## config.mk

```make
export PLATFORM = sky130hd
export DESIGN_NAME = block_assembler_flat
export DESIGN_NICKNAME = d
export VERILOG_FILES = /design/src/rtl/block_assembler_if.sv /design/src/rtl/block_assembler.sv /design/src/flat_wrapper.sv
export SDC_FILE = /design/constraint.sdc
export NUM_CORES = 1
export LEC_CHECK = 0
export CAP_MARGIN = 15
export CORE_ASPECT_RATIO = 1.5
export CORE_UTILIZATION = 30
export DETAILED_ROUTE_END_ITERATION = 12
export PLACE_DENSITY = 0.49
export SLEW_MARGIN = 10
export SYNTH_ARGS = -nofsm -noshare
export SYNTH_HDL_FRONTEND = slang
export SYNTH_SLANG_ARGS = --single-unit
```

## constraint.sdc

```tcl
create_clock -name clk_in -period 3.03 [get_ports clk_in]
set_input_delay 0.909 -clock clk_in [delete_from_list [all_inputs] [get_ports clk_in]]
set_output_delay 0.909 -clock clk_in [all_outputs]
set_load 0.02 [all_outputs]
```

## src/rtl/block_assembler_if.sv

```systemverilog
// block_assembler_if: producer/consumer handshake bundle for block_assembler
interface block_assembler_if #(
  parameter int IN_BYTES = 1,
  parameter int BLOCK_BYTES = 16
);
  logic [IN_BYTES*8-1:0] data_in;
  logic data_valid_in;
  logic data_ready_out;
  logic flush_in;
  logic [BLOCK_BYTES*8-1:0] block_out;
  logic [$clog2(BLOCK_BYTES):0] len_out;
  logic valid_out;
  logic ready_in;
  modport master (
    output data_in, data_valid_in, flush_in, ready_in,
    input data_ready_out, block_out, len_out, valid_out
  );
  modport slave (
    input data_in, data_valid_in, flush_in, ready_in,
    output data_ready_out, block_out, len_out, valid_out
  );
endinterface

```

## src/rtl/block_assembler.sv

```systemverilog
// block_assembler: packs IN_BYTES words into BLOCK_BYTES blocks with flush; define BLOCK_ASSEMBLER_PKCS7_EN for PKCS#7 padding and empty-flush pad blocks
module block_assembler #(
  parameter int IN_BYTES = 1,
  parameter int BLOCK_BYTES = 16
) (
  input logic clk_in,
  input logic rst_n_in,
  block_assembler_if.slave bus
);
  localparam int WORDS = BLOCK_BYTES / IN_BYTES;
  localparam int WW = $clog2(WORDS + 1);
  localparam int LW = $clog2(BLOCK_BYTES) + 1;
  logic [BLOCK_BYTES*8-1:0] col, col_n, blk_n;
  logic [WW-1:0] wcnt, wcnt_n;
  logic [LW-1:0] len_n;
  logic [7:0] pad;
  logic fp, fp_n, free, acc, full, xfer, keep_fp;
  assign bus.data_ready_out = wcnt != WW'(WORDS) && !fp;
  always_comb begin
    acc = bus.data_valid_in && bus.data_ready_out;
    free = !bus.valid_out || bus.ready_in;
    wcnt_n = wcnt + WW'(acc);
    fp_n = fp || bus.flush_in;
    full = wcnt_n == WW'(WORDS);
    len_n = LW'(int'(wcnt_n) * IN_BYTES);
`ifdef BLOCK_ASSEMBLER_PKCS7_EN
    pad = 8'(BLOCK_BYTES - int'(len_n));
    xfer = free && (full || fp_n);
    keep_fp = fp_n && !xfer;
`else
    pad = 8'h00;
    xfer = free && (full || (fp_n && wcnt_n != '0));
    keep_fp = fp_n && !xfer && wcnt_n != '0;
`endif
    col_n = col;
    blk_n = '0;
    for (int w = 0; w < WORDS; w++)
      col_n[w*IN_BYTES*8 +: IN_BYTES*8] = acc && int'(wcnt) == w ? bus.data_in : col[w*IN_BYTES*8 +: IN_BYTES*8];
    for (int i = 0; i < BLOCK_BYTES; i++)
      blk_n[i*8 +: 8] = i < int'(len_n) ? col_n[i*8 +: 8] : pad;
  end
  always_ff @(posedge clk_in) begin
    if (!rst_n_in) begin
      col <= '0;
      wcnt <= '0;
      fp <= 1'b0;
      bus.block_out <= '0;
      bus.len_out <= '0;
      bus.valid_out <= 1'b0;
    end else begin
      col <= col_n;
      wcnt <= xfer ? '0 : wcnt_n;
      fp <= keep_fp;
      bus.valid_out <= xfer || (bus.valid_out && !bus.ready_in);
      if (xfer) begin
        bus.block_out <= blk_n;
        bus.len_out <= len_n;
      end
    end
  end
endmodule
```

## src/flat_wrapper.sv

```systemverilog
// flat-port wrapper written by rule: the top's interface ports become plain ports
module block_assembler_flat 
#(
  parameter int IN_BYTES = 1,
  parameter int BLOCK_BYTES = 16
)
  (clk_in, rst_n_in, bus_data_in, bus_data_valid_in, bus_flush_in, bus_ready_in, bus_data_ready_out, bus_block_out, bus_len_out, bus_valid_out);
  block_assembler_if #(.IN_BYTES(IN_BYTES), .BLOCK_BYTES(BLOCK_BYTES)) bus_i ();
  input logic clk_in;
  input logic rst_n_in;
  input wire logic [$bits(bus_i.data_in)-1:0] bus_data_in;
  input wire logic [$bits(bus_i.data_valid_in)-1:0] bus_data_valid_in;
  input wire logic [$bits(bus_i.flush_in)-1:0] bus_flush_in;
  input wire logic [$bits(bus_i.ready_in)-1:0] bus_ready_in;
  output wire logic [$bits(bus_i.data_ready_out)-1:0] bus_data_ready_out;
  output wire logic [$bits(bus_i.block_out)-1:0] bus_block_out;
  output wire logic [$bits(bus_i.len_out)-1:0] bus_len_out;
  output wire logic [$bits(bus_i.valid_out)-1:0] bus_valid_out;
  assign bus_i.data_in = bus_data_in;
  assign bus_i.data_valid_in = bus_data_valid_in;
  assign bus_i.flush_in = bus_flush_in;
  assign bus_i.ready_in = bus_ready_in;
  assign bus_data_ready_out = bus_i.data_ready_out;
  assign bus_block_out = bus_i.block_out;
  assign bus_len_out = bus_i.len_out;
  assign bus_valid_out = bus_i.valid_out;
  block_assembler #(.IN_BYTES(IN_BYTES), .BLOCK_BYTES(BLOCK_BYTES)) u_core (.clk_in(clk_in), .rst_n_in(rst_n_in), .bus(bus_i));
endmodule
```

==> results of run 1 <==
## layer usage
layer | GRT usage, % | wire length [um]
met2 | 31.7 | 16300
met5 | 0 | 0
met3 | 1.99 | 830
met4 | 4.89 | 549
met1 | 21.2 | 13200
## synth_stat cells, drive strengths merged (2+ instances only)
cell type / n
nand2: 139
o221a: 24
a211oi: 3
o221ai: 15
clkbuf: 49
o21bai: 8
mux2i: 104
o21a: 2
and3: 3
buf: 34
o22a: 32
a22oi: 3
nand2b: 12
o21ai: 24
o22ai: 17
dfxtp: 268
nor2b: 4
a31o: 19
xnor2: 3
ha: 2
a2bb2oi: 48
nor4: 9
inv: 3
nand3: 7
a31oi: 4
nand4: 11
a21oi: 25
nor2: 77
xor2: 3
nor3: 42
nand3b: 8
and2: 4
## logic make-up after synthesis
family                     count (synthesis)
xor gates and xnor gates                   6
adders and majority gates                  2
buffers and inverters                     87
AOI/OAI and AO/OA                        227
DFF                                      268
muxes                                    104
and+or+nand+nor                          321
## worst paths after layout
path	cells past startpoint	slack [ns]	start	end
worst min register to register	2	0.44	u_core.bus.block_out[71]	u_core.bus.block_out[71]
worst min-delay path	2	0.44	u_core.bus.block_out[71]	u_core.bus.block_out[71]
worst max-delay path	13	0.09	bus_data_valid_in	u_core.bus.block_out[50]
worst max register to register	14	0.23	u_core.wcnt[3]	u_core.bus.block_out[78]
## critical path, cell delays in order
cell and delay [ns]:
clkdlybuf4s50_1 0.54, and2_1 0.16, ha_1 0.19, buf_4 0.14, nand3_1 0.10, xor2_1 0.17, buf_4 0.18, a311oi_2 0.21
buf_4 0.21, nor2_4 0.06, buf_8 0.16, clkbuf_16 0.17, a31o_1 0.17
## where the power goes
part	switching, W	internal [W]	total [W]
clock	0.00146	0.00214	0.00359
combinational	0.00226	0.00229	0.00455
sequential	0.000361	0.00411	0.00447
total	0.00407	0.00853	0.0126
## flip-flops by register name, indices dropped and copies added, names as in the netlist
signal / flops
u_core.bus.block_out: 128
u_core.bus.len_out: 5
u_core.bus.valid_out: 1
u_core.col: 128
u_core.wcnt: 5
u_core.fp: 1
## cells in the final DEF (no fill, tap or decap), types with 6 or more instances in the layout
master	instances
a21oi_1	23
a2bb2oi_1	48
a31o_1	9
a31o_2	9
buf_12	26
buf_4	94
clkbuf_16	29
clkbuf_8	6
clkdlybuf4s50_1	146
dfxtp_1	268
mux2i_1	104
nand2_1	138
nand2b_1	12
nand3_1	7
nand3b_1	8
nand4_1	10
nor2_1	72
nor3_1	34
nor3_4	6
nor4_1	7
o21ai_0	13
o21ai_1	10
o21bai_1	8
o221a_2	24
o221ai_1	15
o22a_1	32
o22ai_1	16
## cell type report
| cell class | count | share of cell area [%] |
|---|---|---|
| clock buffer | 38 | 5.47 |
| clock inverter | 12 | 1.24 |
| inverter | 4 | 0.106 |
| multi-input combinational | 660 | 32.2 |
| sequential | 268 | 37.8 |
| tap | 420 | 3.70 |
| timing repair buffer | 271 | 19.5 |
## through the flow
| stage | worst slack, ns | std cells | util [%] | hold slack (ns) |
|---|---|---|---|---|
| floorplan | 0.0202 | 1015 | - | 0.440 |
| global placement | -0.619 | 1620 | 39.2 | 0.441 |
| detailed placement | -0.640 | 1620 | 39.2 | 0.442 |
| CTS | 0.00747 | 1670 | 42.1 | 0.450 |
| global route | -0.0252 | 1673 | 42.4 | 0.472 |
| finish | 0.0932 | 1673 | 42.4 | 0.445 |
## what timing repair did
item | 4_1_cts | 5_1_grt
gates resized for setup | 2 | 8
gates cloned | 0 | 2
pin swaps | 0 | 1
buffers inserted | 0 | 1
setup endpoints to repair | 2 | 58
hold endpoints to repair | 0 | 0
==> results.json, run 1 <==
{
  "synth_xor_area_share_pct": 0.513,
  "grt-ovfl-total": 0,
  "die_h_um": 228,
  "fin_area_um2": 14200,
  "slew_headroom_pct": 59.8,
  "clkTransAtPathRegs_ns": 0.06,
  "ys_top_cells_by_area": "dfxtp_1 52%, mux2i_1 10%, nand2_1 5.1%",
  "ys_ff_latch": 268,
  "num_vias": 8264,
  "cap_violations": 0,
  "yosys.area_share.simple_pct": 15.1,
  "synthAdderAreaFrac_pct": 0.244,
  "grt_antenna_before_repair": 0,
  "p_leak_nw": 5.40,
  "regArea_um2": 5370,
  "peakVddDrop_v": 0.000498,
  "cp_data_required_time_ns": 3.47,
  "wl_per_cell_um": 18.5,
  "diodes": 0,
  "dp_hpwl_um": 21600,
  "synth_compound_area_share_pct": 17.8,
  "ys_warn_count": 0,
  "power_per_cell_area_nw_per_um2": 887,
  "clock_skew_ns": 0.0228,
  "syn_nets": 1030,
  "endpoint_kind": "flip-flop",
  "grt_pass1_vias": 8247,
  "gp_congestion": 0.778,
  "start_kind": "input port",
  "max_freq_mhz": 341,
  "critPathMaxFanout": 12,
  "rsz0062_at_grt": "true",
  "synth_edf_count": 0,
  "area_growth_syn_to_layout_pct": 38.8,
  "cts_tree": "built",
  "grt_pass1_wl_um": 47700,
  "worst_pin_slew_ns": 0.604,
  "cts_hold_buf": 0,
  "fillers": 3259,
  "fp.coreArea_um2": 33500,
  "drtAntennaViolNets": 0,
  "fp.dieArea_um2": 34900,
  "dr.pass1.iters": 4,
  "first_iter_violations": 440,
  "hp-class": "flip-flop to flip-flop",
  "multi_input_area_um2": 4570,
  "fin_tns_setup_ns": 0,
  "outcome": "completed",
  "root_buffer": "clkbuf_16",
  "ys_types": 57,
  "synth_top_area_cell": "dfxtp_1",
  "avgSynthCellArea_um2": 10.1,
  "grt_max_degree": 110,
  "drc": 0,
  "finalSetupViolCount": 0,
  "min_period_ns": 2.94,
  "die_x_um": 153,
  "routed_via_density": 4.94,
  "netlist_instances": 1015,
  "rows": 82,
  "synth.top_cell.area_share_pct": 52.4,
  "dpl_cell_area_um2": 13100,
  "hold_violations": 0,
  "cts_htree_levels": 1,
  "clockBufferDepth": 3,
  "cts_buffers": 27,
  "clock_latency_ns": 0.56,
  "totalWireLength_um": 30900,
  "final_nets": 1247,
  "critPathKind": "input port to flip-flop",
  "arrival_ns": 3.38,
  "grt_use_total_pct": 17.3,
  "synthMuxAreaShare_pct": 10.2,
  "cts_num_sinks": 268,
  "finalPower_w": 0.0126,
  "synth_top_family_by_area": "compound AO/OA/AOI/OAI gates",
  "slew_violations": 0,
  "ys.flop_type": "dfxtp_1",
  "async_flop_share_pct": 0,
  "post-route-period-util_pct": 96.9,
  "ys_seq_area_share_pct": 52.4,
  "syn_area_um2": 10200,
  "drive_gt1_share_pct": 18.9,
  "portBuffers": 147,
  "initial_core_util_pct": 30.5,
  "ios": 148
}
(Power assumes the default switching activity.)
==> inputs of run 2 (changes only) <==
--- a/config.mk
+++ b/config.mk
@@ -10,6 +10,7 @@
 export CORE_UTILIZATION = 30
 export DETAILED_ROUTE_END_ITERATION = 12
 export PLACE_DENSITY = 0.49
+export SKIP_LAST_GASP = 1
 export SLEW_MARGIN = 10
 export SYNTH_ARGS = -nofsm -noshare
 export SYNTH_HDL_FRONTEND = slang
==> results.json, run 2 (synthesis results as in run 1) <==
{
  "cts_tree": "built",
  "cap_violations": 0,
  "hold_ws_ns": 0.445,
  "finalSetupViolCount": 0,
  "die_x_um": 153,
  "grt_pass1_vias": 8247,
  "seq_power_share_pct": 35.5,
  "intPower_w": 0.00853,
  "start_kind": "input port",
  "critPathMaxFanout": 6,
  "endpoint_kind": "flip-flop",
  "min_from": "u_core.bus.block_out[71]",
  "area_growth_syn_to_layout_pct": 38.7,
  "min_period_ns": 2.93,
  "min_path_cells": 2,
  "diodes": 0,
  "slew_violations": 0,
  "portBuffers": 147,
  "cp_data_required_time_ns": 3.50,
  "post-route-period-util_pct": 96.7,
  "clock_power_share_pct": 28.5,
  "gp_congestion": 0.778,
  "grt_use_total_pct": 17.3,
  "cts_htree_levels": 1,
  "first_iter_violations": 422,
  "grt_max_degree": 110,
  "fp.coreArea_um2": 33500,
  "r2r_cells": 14,
  "clkTransAtPathRegs_ns": 0.06,
  "hold_violations": 0,
  "drtAntennaViolNets": 0,
  "slew_headroom_pct": 59.2,
  "dp_hpwl_um": 21600,
  "initial_core_util_pct": 30.5,
  "reg_top3": "u_core.bus.block_out: 128 flops, u_core.col: 128 flops",
  "dr.pass1.iters": 4,
  "die_h_um": 228,
  "grt_pass1_wl_um": 47700,
  "max_freq_mhz": 341,
  "final_cell_mix": "268 x dfxtp_1, 146 x clkdlybuf4s50_1, 138 x nand2_1",
  "r2r-end": "u_core.bus.block_out[38]",
  "layout_commonest_cell": "dfxtp_1",
  "p_leak_nw": 5.40,
  "root_buffer": "clkbuf_16",
  "rsz0062_at_grt": "true",
  "dp_cells": 1620,
  "cts_buffers": 27,
  "p_comb_share_pct": 36.0,
  "arrival_ns": 3.40,
  "rrSetupSlack_ns": 0.24,
  "clock_latency_ns": 0.56,
  "p_sw_w": 0.00407,
  "outcome": "completed",
  "wl_per_cell_um": 18.5,
  "cts_num_sinks": 268,
  "final_nets": 1247,
  "totalWireLength_um": 30900,
  "rows": 82,
  "worst_pin_slew_ns": 0.612,
  "critPathKind": "input port to flip-flop",
  "routed_via_density": 4.96,
  "drc": 0,
  "final_cells": 1673,
  "clock_skew_ns": 0.0204,
  "num_vias": 8305,
  "hp-class": "flip-flop to flip-flop",
  "min_to": "u_core.bus.block_out[71]",
  "drive_gt1_share_pct": 18.8,
  "clockBufferDepth": 3,
  "peakVddDrop_v": 0.000499,
  "fp.dieArea_um2": 34900,
  "grt_antenna_before_repair": 0,
  "p_sw_share_pct": 32.3,
  "rr_startpoint": "u_core.wcnt[3]",
  "power_per_cell_area_nw_per_um2": 887,
  "ios": 148,
  "grt-ovfl-total": 0
}
-- run 2: cell count changes in the layout (fill, tap and decap cells not counted) --
cell / delta
nor4_1: +1
nor4_2: -1
buf_6: -1
buf_4: +1
-- run 2: how the worst max path moves through the flow --
| stage | from | to | cells after the start |
|---|---|---|---|
| final | bus_data_valid_in | u_core.bus.len_out[2] | 13 |
| after global routing | bus_data_valid_in | u_core.bus.block_out[2] | 12 |
| after CTS | bus_data_valid_in | u_core.bus.block_out[103] | 13 |
| after detailed placement | bus_data_valid_in | u_core.bus.block_out[119] | 12 |
| after global placement | bus_data_valid_in | u_core.bus.block_out[119] | 12 |
| after floorplan | u_core.wcnt[2] | u_core.bus.block_out[35] | 14 |
-- run 2: cell type report --
type / count / area [um^2]
Clock buffer: 38 / 777
Clock inverter: 12 / 176
Fill cell: 3261 / 19400
Inverter: 4 / 15.0
Multi-Input combinational cell: 660 / 4570
Sequential cell: 268 / 5370
Tap cell: 420 / 526
Timing Repair Buffer: 271 / 2770
-- run 2: worst max-delay path, cell delays in order --
cell and delay, ns:
clkdlybuf4s50_1 0.54, and2_1 0.16, ha_1 0.19, buf_4 0.14, nand3_1 0.10, xor2_1 0.17, buf_4 0.18, a311oi_2 0.21
buf_4 0.21, nor2_4 0.06, buf_4 0.17, buf_4 0.15, a211oi_1 0.21
-- run 2: through the flow --
| step | total power, W | setup slack, ns | util [%] | TNS, ns | cell area (um^2) |
|---|---|---|---|---|---|
| after floorplan | 0.00676 | 0.0202 | - | 0 | 10300 |
| after global placement | 0.00894 | -0.619 | 39.2 | -65.70 | 13100 |
| after detailed placement | 0.00896 | -0.640 | 39.2 | -71.50 | 13100 |
| after CTS | 0.0126 | 0.00747 | 42.1 | 0 | 14100 |
| after global routing | 0.0132 | -0.0367 | 42.3 | -0.163 | 14200 |
| final | 0.0126 | 0.100 | 42.3 | 0 | 14200 |
-- run 2: metal layers --
| layer | global-route usage [%] | vias up | part of all wire, % |
|---|---|---|---|
| met5 | 0 | - | 0 |
| met4 | 4.89 | 0 | 1.8 |
| met3 | 1.99 | 31 | 2.6 |
| met2 | 31.7 | 138 | 53 |
| met1 | 21.2 | 4031 | 43 |
| li1 | - | 4105 | - |
-- run 2: power by group through the flow --
stage	Sequential, W	Clock, W	Combinational [W]
after floorplan	0.00510	0	0.00167
after global routing	0.00454	0.00383	0.00480
after CTS	0.00449	0.00368	0.00444
after global placement	0.00457	0	0.00438
final	0.00447	0.00359	0.00454
after detailed placement	0.00455	0	0.00441
-- run 2: what timing repair did --
item	in CTS	in global routing
gates resized for setup	2	6
pin swaps	0	1
gates cloned	0	2
setup endpoints to repair	2	58
buffers inserted	0	1
hold buffers	0	0
